`config.mk`:
```
export PLATFORM = sky130hd
export DESIGN_NAME = k_alu_result_accum_flat
export DESIGN_NICKNAME = d
export VERILOG_FILES = /design/src/rtl/k_alu_result_accum_if.sv /design/src/rtl/k_alu_result_accum.sv /design/src/flat_wrapper.sv
export SDC_FILE = /design/constraint.sdc
export NUM_CORES = 1
export LEC_CHECK = 0
export CORE_MARGIN = 2
export CORE_UTILIZATION = 40
export CTS_CLUSTER_SIZE = 14
export DETAILED_ROUTE_END_ITERATION = 10
export GPL_ROUTABILITY_DRIVEN = 0
export GPL_TIMING_DRIVEN = 0
export PLACE_DENSITY = 0.67
export SLEW_MARGIN = 20
export SYNTH_ARGS = -nofsm -noshare
export SYNTH_HDL_FRONTEND = slang
export SYNTH_SLANG_ARGS = --single-unit
```
`constraint.sdc`:
```
create_clock -name clk -period 2.9 [get_ports clk]
set_input_delay 0.29 -clock clk [delete_from_list [all_inputs] [get_ports clk]]
set_output_delay 0.29 -clock clk [all_outputs]
set_load 0.005 [all_outputs]
```
`src/rtl/k_alu_result_accum_if.sv`:
```
// Stream bundle for the K_ALU result accumulator: the ALU sample stream
// coming in and the completed-frame stream going out.
// Handshake rule for both streams: a transfer happens on a rising clk edge
// where valid and ready are both 1. Once valid is raised, the sender holds
// valid and its data stable until that transfer. Ready may change freely,
// and a sender never waits for ready before raising valid.
interface k_alu_result_accum_if #(
   parameter int DATA_W = 32,
   parameter int ACC_W  = 40
);
   logic              in_valid;
   logic              in_ready;
   logic [DATA_W-1:0] in_data;
   logic              out_valid;
   logic              out_ready;
   logic [ACC_W-1:0]  out_data;
   logic              out_ovf;

   // Upstream producer and downstream consumer seen together from outside.
   modport master (
      output in_valid, in_data, out_ready,
      input  in_ready, out_valid, out_data, out_ovf
   );

   // The accumulator's own view.
   modport slave (
      input  in_valid, in_data, out_ready,
      output in_ready, out_valid, out_data, out_ovf
   );
endinterface

```
`src/rtl/k_alu_result_accum.sv`:
```
// K_ALU result accumulator: sums FRAME_LEN accepted ALU results into an
// ACC_W-bit accumulator and holds each frame sum, with a per-frame overflow
// flag, until the readout logic takes it.
// State ACCUM takes samples. State HOLD presents a finished frame.
// out_valid and in_ready decode straight from the state register, so a
// frame handshake and a new sample never share a cycle.
module k_alu_result_accum #(
   parameter int DATA_W    = 32,
   parameter int ACC_W     = 40,
   parameter int FRAME_LEN = 4,
   parameter int SIGNED    = 1
) (
   input  logic                 clk,
   input  logic                 rst_n,
   input  logic                 clear,
   k_alu_result_accum_if.slave  bus,
   output logic                 busy,
   output logic                 dbg_state
);
   localparam int CNT_W = $clog2(FRAME_LEN + 1);
   localparam logic [CNT_W-1:0] LAST_CNT = CNT_W'(FRAME_LEN - 1);

   typedef enum logic {
      S_ACCUM = 1'b0,
      S_HOLD  = 1'b1
   } state_t;

   state_t           state_q;
   state_t           state_d;
   logic [ACC_W-1:0] acc_q;
   logic [ACC_W-1:0] out_data_q;
   logic [ACC_W-1:0] ext_data;
   logic [ACC_W-1:0] sum;
   logic [ACC_W:0]   sum_full;
   logic [CNT_W-1:0] cnt_q;
   logic             ovf_sticky_q;
   logic             out_ovf_q;
   logic             accept;
   logic             last;
   logic             add_ovf;

   // Widen the sample to accumulator width (sign- or zero-extend).
   if (ACC_W > DATA_W) begin : g_ext
      if (SIGNED != 0) begin : g_sext
         assign ext_data = {{(ACC_W-DATA_W){bus.in_data[DATA_W-1]}}, bus.in_data};
      end else begin : g_zext
         assign ext_data = {{(ACC_W-DATA_W){1'b0}}, bus.in_data};
      end
   end else begin : g_noext
      assign ext_data = bus.in_data;
   end

   assign accept = bus.in_valid & bus.in_ready;
   assign last   = (cnt_q == LAST_CNT);

   // Add one bit wide and wrap to ACC_W; flag signed or unsigned overflow.
   always_comb begin
      sum_full = {1'b0, acc_q} + {1'b0, ext_data};
      sum      = sum_full[ACC_W-1:0];
      add_ovf  = 1'b0;
      if (SIGNED != 0) begin
         add_ovf = (acc_q[ACC_W-1] == ext_data[ACC_W-1]) &&
                   (sum[ACC_W-1] != acc_q[ACC_W-1]);
      end else begin
         add_ovf = sum_full[ACC_W];
      end
   end

   // State register.
   always_ff @(posedge clk or negedge rst_n) begin
      if (!rst_n) begin
         state_q <= S_ACCUM;
      end else begin
         state_q <= state_d;
      end
   end

   // Next state: clear wins, the last sample enters HOLD, a frame handshake leaves it.
   always_comb begin
      state_d = state_q;
      if (clear) begin
         state_d = S_ACCUM;
      end else begin
         case (state_q)
            S_ACCUM: if (accept && last) state_d = S_HOLD;
            S_HOLD:  if (bus.out_ready)  state_d = S_ACCUM;
            default: state_d = S_ACCUM;
         endcase
      end
   end

   // Accumulate samples and capture the frame sum on the last one.
   always_ff @(posedge clk or negedge rst_n) begin
      if (!rst_n) begin
         acc_q        <= '0;
         cnt_q        <= '0;
         ovf_sticky_q <= 1'b0;
         out_data_q   <= '0;
         out_ovf_q    <= 1'b0;
      end else if (clear) begin
         acc_q        <= '0;
         cnt_q        <= '0;
         ovf_sticky_q <= 1'b0;
         out_ovf_q    <= 1'b0;
      end else if (accept) begin
         if (last) begin
            out_data_q   <= sum;
            out_ovf_q    <= ovf_sticky_q | add_ovf;
            acc_q        <= '0;
            cnt_q        <= '0;
            ovf_sticky_q <= 1'b0;
         end else begin
            acc_q        <= sum;
            cnt_q        <= cnt_q + CNT_W'(1);
            ovf_sticky_q <= ovf_sticky_q | add_ovf;
         end
      end
   end

   assign bus.in_ready  = (state_q == S_ACCUM);
   assign bus.out_valid = (state_q == S_HOLD);
   assign bus.out_data  = out_data_q;
   assign bus.out_ovf   = out_ovf_q;
   assign busy          = (cnt_q != '0) || (state_q == S_HOLD);
   assign dbg_state     = (state_q == S_HOLD);
endmodule

```
`src/flat_wrapper.sv`:
```
// flat-port wrapper written by rule: the top's interface ports become plain ports
module k_alu_result_accum_flat 
#(
   parameter int DATA_W    = 32,
   parameter int ACC_W     = 40,
   parameter int FRAME_LEN = 4,
   parameter int SIGNED    = 1
)
  (clk, rst_n, clear, busy, dbg_state, bus_in_valid, bus_in_data, bus_out_ready, bus_in_ready, bus_out_valid, bus_out_data, bus_out_ovf);
  k_alu_result_accum_if #(.DATA_W(DATA_W), .ACC_W(ACC_W)) bus_i ();
  input  logic clk;
  input  logic rst_n;
  input  logic clear;
  output logic busy;
  output logic dbg_state;
  input wire logic [$bits(bus_i.in_valid)-1:0] bus_in_valid;
  input wire logic [$bits(bus_i.in_data)-1:0] bus_in_data;
  input wire logic [$bits(bus_i.out_ready)-1:0] bus_out_ready;
  output wire logic [$bits(bus_i.in_ready)-1:0] bus_in_ready;
  output wire logic [$bits(bus_i.out_valid)-1:0] bus_out_valid;
  output wire logic [$bits(bus_i.out_data)-1:0] bus_out_data;
  output wire logic [$bits(bus_i.out_ovf)-1:0] bus_out_ovf;
  assign bus_i.in_valid = bus_in_valid;
  assign bus_i.in_data = bus_in_data;
  assign bus_i.out_ready = bus_out_ready;
  assign bus_in_ready = bus_i.in_ready;
  assign bus_out_valid = bus_i.out_valid;
  assign bus_out_data = bus_i.out_data;
  assign bus_out_ovf = bus_i.out_ovf;
  k_alu_result_accum #(.DATA_W(DATA_W), .ACC_W(ACC_W), .FRAME_LEN(FRAME_LEN), .SIGNED(SIGNED)) u_core (.clk(clk), .rst_n(rst_n), .clear(clear), .bus(bus_i), .busy(busy), .dbg_state(dbg_state));
endmodule
```
==> results.json <==
{
  "wl_per_cell_um": 16.6,
  "slew_viol_final": 0,
  "synthMuxAreaShare": 0.0307,
  "drtPass1Iterations": 4,
  "syn_inst": 597,
  "io_buffers": 80,
  "hold_start": "clear",
  "dp_slack_ns": -0.836,
  "dr_total_vias": 4876,
  "ir_worst_vdd_mv": 0.366,
  "synth_fp_nets": 676,
  "drt_iter0_drc": 286,
  "min_path_cells": 2,
  "synth_compound_area_frac": 0.243,
  "crit_required_ns": 3.13,
  "nFillCells": 1237,
  "drt.antenna.violating_nets": 0,
  "path_class": "reg -> reg",
  "setup_viol": 0,
  "synth_xor_area_frac": 0.0594,
  "wl_mm": 14.7,
  "die_y_um": 121,
  "root_buffer": "clkbuf_16",
  "synthSimpleGateAreaFrac": 0.145,
  "min_to": "u_core.cnt_q[1]$_DFFE_PN0P_",
  "synth_top_family_by_area": "compound AO/OA/AOI/OAI gates",
  "hp-class": "in -> reg",
  "final_cell_mix": "106 x nand2_1, 86 x dfrtp_1, 77 x clkdlybuf4s50_1, 47 x a21oi_1, 36 x ha_1",
  "power.density_mw_per_mm2": 642,
  "clk_pin_slew_ns": 0.06,
  "route.detailed.drc": 0,
  "rrSetupSlack_ns": 0.004,
  "dp_cells": 854,
  "grt_use_total": 0.203,
  "vias_per_cell": 5.50,
  "synthArstFlopShare": 1.00,
  "cap_violations": 0,
  "startpoint_type": "flop",
  "syn_area_mm2": 0.00546,
  "final_common_cell": "nand2_1",
  "clock.fmax_mhz": 345,
  "row_count": 42,
  "yosysUniqueCellTypes": 58,
  "p_total_uw": 4570,
  "coreArea_mm2": 0.0133,
  "grt_max_degree": 45,
  "yosys_warnings": 0,
  "layout_setup_ws_ns": 0.00374,
  "htree_levels": 3,
  "avgSynthCellArea_um2": 9.14,
  "clock_latency_ns": 0.35,
  "worst_pin_slew_ns": 0.730,
  "outcome": "complete, no violations",
  "cts_inserted_buffers": 9,
  "rr_endpoint": "u_core.bus.out_data[32]$_DFFE_PN0P_",
  "fin_cells": 886,
  "placed_area_mm2": 0.00649,
  "synthFlopType": "dfrtp_1",
  "start_util": 0.410,
  "p_leak_uw": 0.00326,
  "numClockSinks": 86,
  "synth_edf_count": 0,
  "period_needed_ns": 2.90,
  "globalRoute.totalOverflow": 0,
  "io_pins": 82,
  "dieArea_mm2": 0.0146,
  "area_growth_pct": 30.5,
  "min_period_over_period": 0.999,
  "drive_above_1_share": 0.131,
  "synth_seq_cells": 86,
  "antenna_found_initial": 0,
  "finalInstanceArea_mm2": 0.00712,
  "synthAdderAreaFrac": 0.0977,
  "cts_max_path_buffers": 2,
  "seq_area_mm2": 0.00215,
  "multi_input_area_mm2": 0.00337,
  "fin_nets": 784,
  "yosysSeqAreaShare": 0.394,
  "fin_skew_ns": 0.00874,
  "die_w_um": 121,
  "diodes": 0,
  "end_kind": "flop",
  "rsz0062_at_grt": "true",
  "hold_viol_final": 0,
  "grt_pass1_vias": 4705,
  "grt_first_pass_wirelength_mm": 23.4,
  "dp_hpwl_mm": 10.5,
  "max_slew_margin": 0.513,
  "rr_startpoint": "u_core.acc_q[0]$_DFFE_PN0P_",
  "rr_worst_depth": 12,
  "cp_max_fo": 5,
  "cts_tree": "yes",
  "arrival_ns": 3.13
}
-- registers in the layout, summed over array words and instances, names as in the netlist --
name                  count
u_core.cnt_q              3
u_core.bus.out_valid      1
u_core.ovf_sticky_q       1
u_core.bus.out_data      40
u_core.acc_q             40
u_core.bus.out_ovf        1
-- per-stage QoR --
step                      hold WS [ns]   util  TNS (ns)
after floorplan               -0.00559      -         0
final                            0.338  0.536         0
after CTS                        0.310  0.516   -0.0817
after global routing             0.359  0.536    -0.336
after global placement           0.461  0.487   -164.38
after detailed placement         0.330  0.488    -29.21
-- worst max path at each step --
stage / startpoint / endpoint / slack (ns) / cells past startpoint
floorplan: u_core.acc_q[0]$_DFFE_PN0P_ / u_core.bus.out_data[34]$_DFFE_PN0P_ / 0.1 / 12
global placement: rst_n / u_core.bus.out_data[30]$_DFFE_PN0P_ / -1.60 / 1
detailed placement: bus_in_data[0] / u_core.bus.out_data[34]$_DFFE_PN0P_ / -0.84 / 13
CTS: bus_in_data[0] / u_core.bus.out_data[24]$_DFFE_PN0P_ / -0.03 / 13
global route: u_core.acc_q[0]$_DFFE_PN0P_ / u_core.bus.out_data[34]$_DFFE_PN0P_ / -0.08 / 12
finish: u_core.acc_q[0]$_DFFE_PN0P_ / u_core.bus.out_data[32]$_DFFE_PN0P_ / 0.004 / 12
-- synth_stat cells, drive strengths merged, types with 6 or more instances --
master  number  area share
xnor2       24       0.039
nor2b        7      0.0080
a311oi       6       0.011
clkbuf      23       0.016
inv         14      0.0096
mux2        14       0.029
ha          41       0.094
a31oi        6      0.0069
dfrtp       86        0.39
a21o        13       0.018
a22o        35       0.056
nand3        7      0.0064
o211ai       6      0.0092
a21oi       53       0.049
o21ai       42       0.039
nand2      108       0.075
nor2        30       0.021
o21a         8       0.011
xor2        13       0.021
-- power by group --
group	switching (uW)	internal, uW	total, uW
clock network	494	577	1070
logic	995	943	1940
registers	135	1430	1560
-- critical path, stage by stage (launching register included) --
cell and delay, ns:
dfrtp_1 0.36, ha_2 0.20, inv_2 0.04, fa_2 0.36, nor2b_4 0.14, o2111ai_2 0.15, a311oi_2 0.31, o21a_1 0.24
a21oi_4 0.12, o311ai_2 0.26, o211ai_1 0.16, xnor2_1 0.17, mux2_2 0.27
-- routing by layer --
| layer | up-vias | GRT usage | wire [um] |
|---|---|---|---|
| met5 | - | 0 | 0 |
| li1 | 2366 | - | - |
| met3 | 24 | 0.0382 | 517 |
| met1 | 2384 | 0.270 | 6700 |
| met4 | 0 | 0.0698 | 338 |
| met2 | 102 | 0.331 | 7190 |
-- area by class of cell --
class | count | area share
repair buffers | 99 | 0.134
multi-input cells | 470 | 0.473
well taps | 176 | 0.0309
inverters | 14 | 0.00738
clock inverters | 6 | 0.00545
clock buffers | 10 | 0.0322
plain buffers | 25 | 0.0149
flip-flops and latches | 86 | 0.302
-- cell families after synthesis --
logic type / Yosys count
AO/OA/AOI/OAI: 194
AND/OR/NAND/NOR: 182
flip-flops: 86
adder cells (fa/ha/maj): 42
buffers and inverters: 41
XOR/XNOR: 37
multiplexers: 15
-- timing repair --
item                                    4_1_cts  5_1_grt
hold endpoints to repair                     43        0
resized for setup                            13       43
endpoints found under the setup margin       44       51
setup buffers                                 5       12
hold buffers                                  1        0
pin swaps                                     7       12
cloned                                        0        0
(Power assumes the default switching activity.)
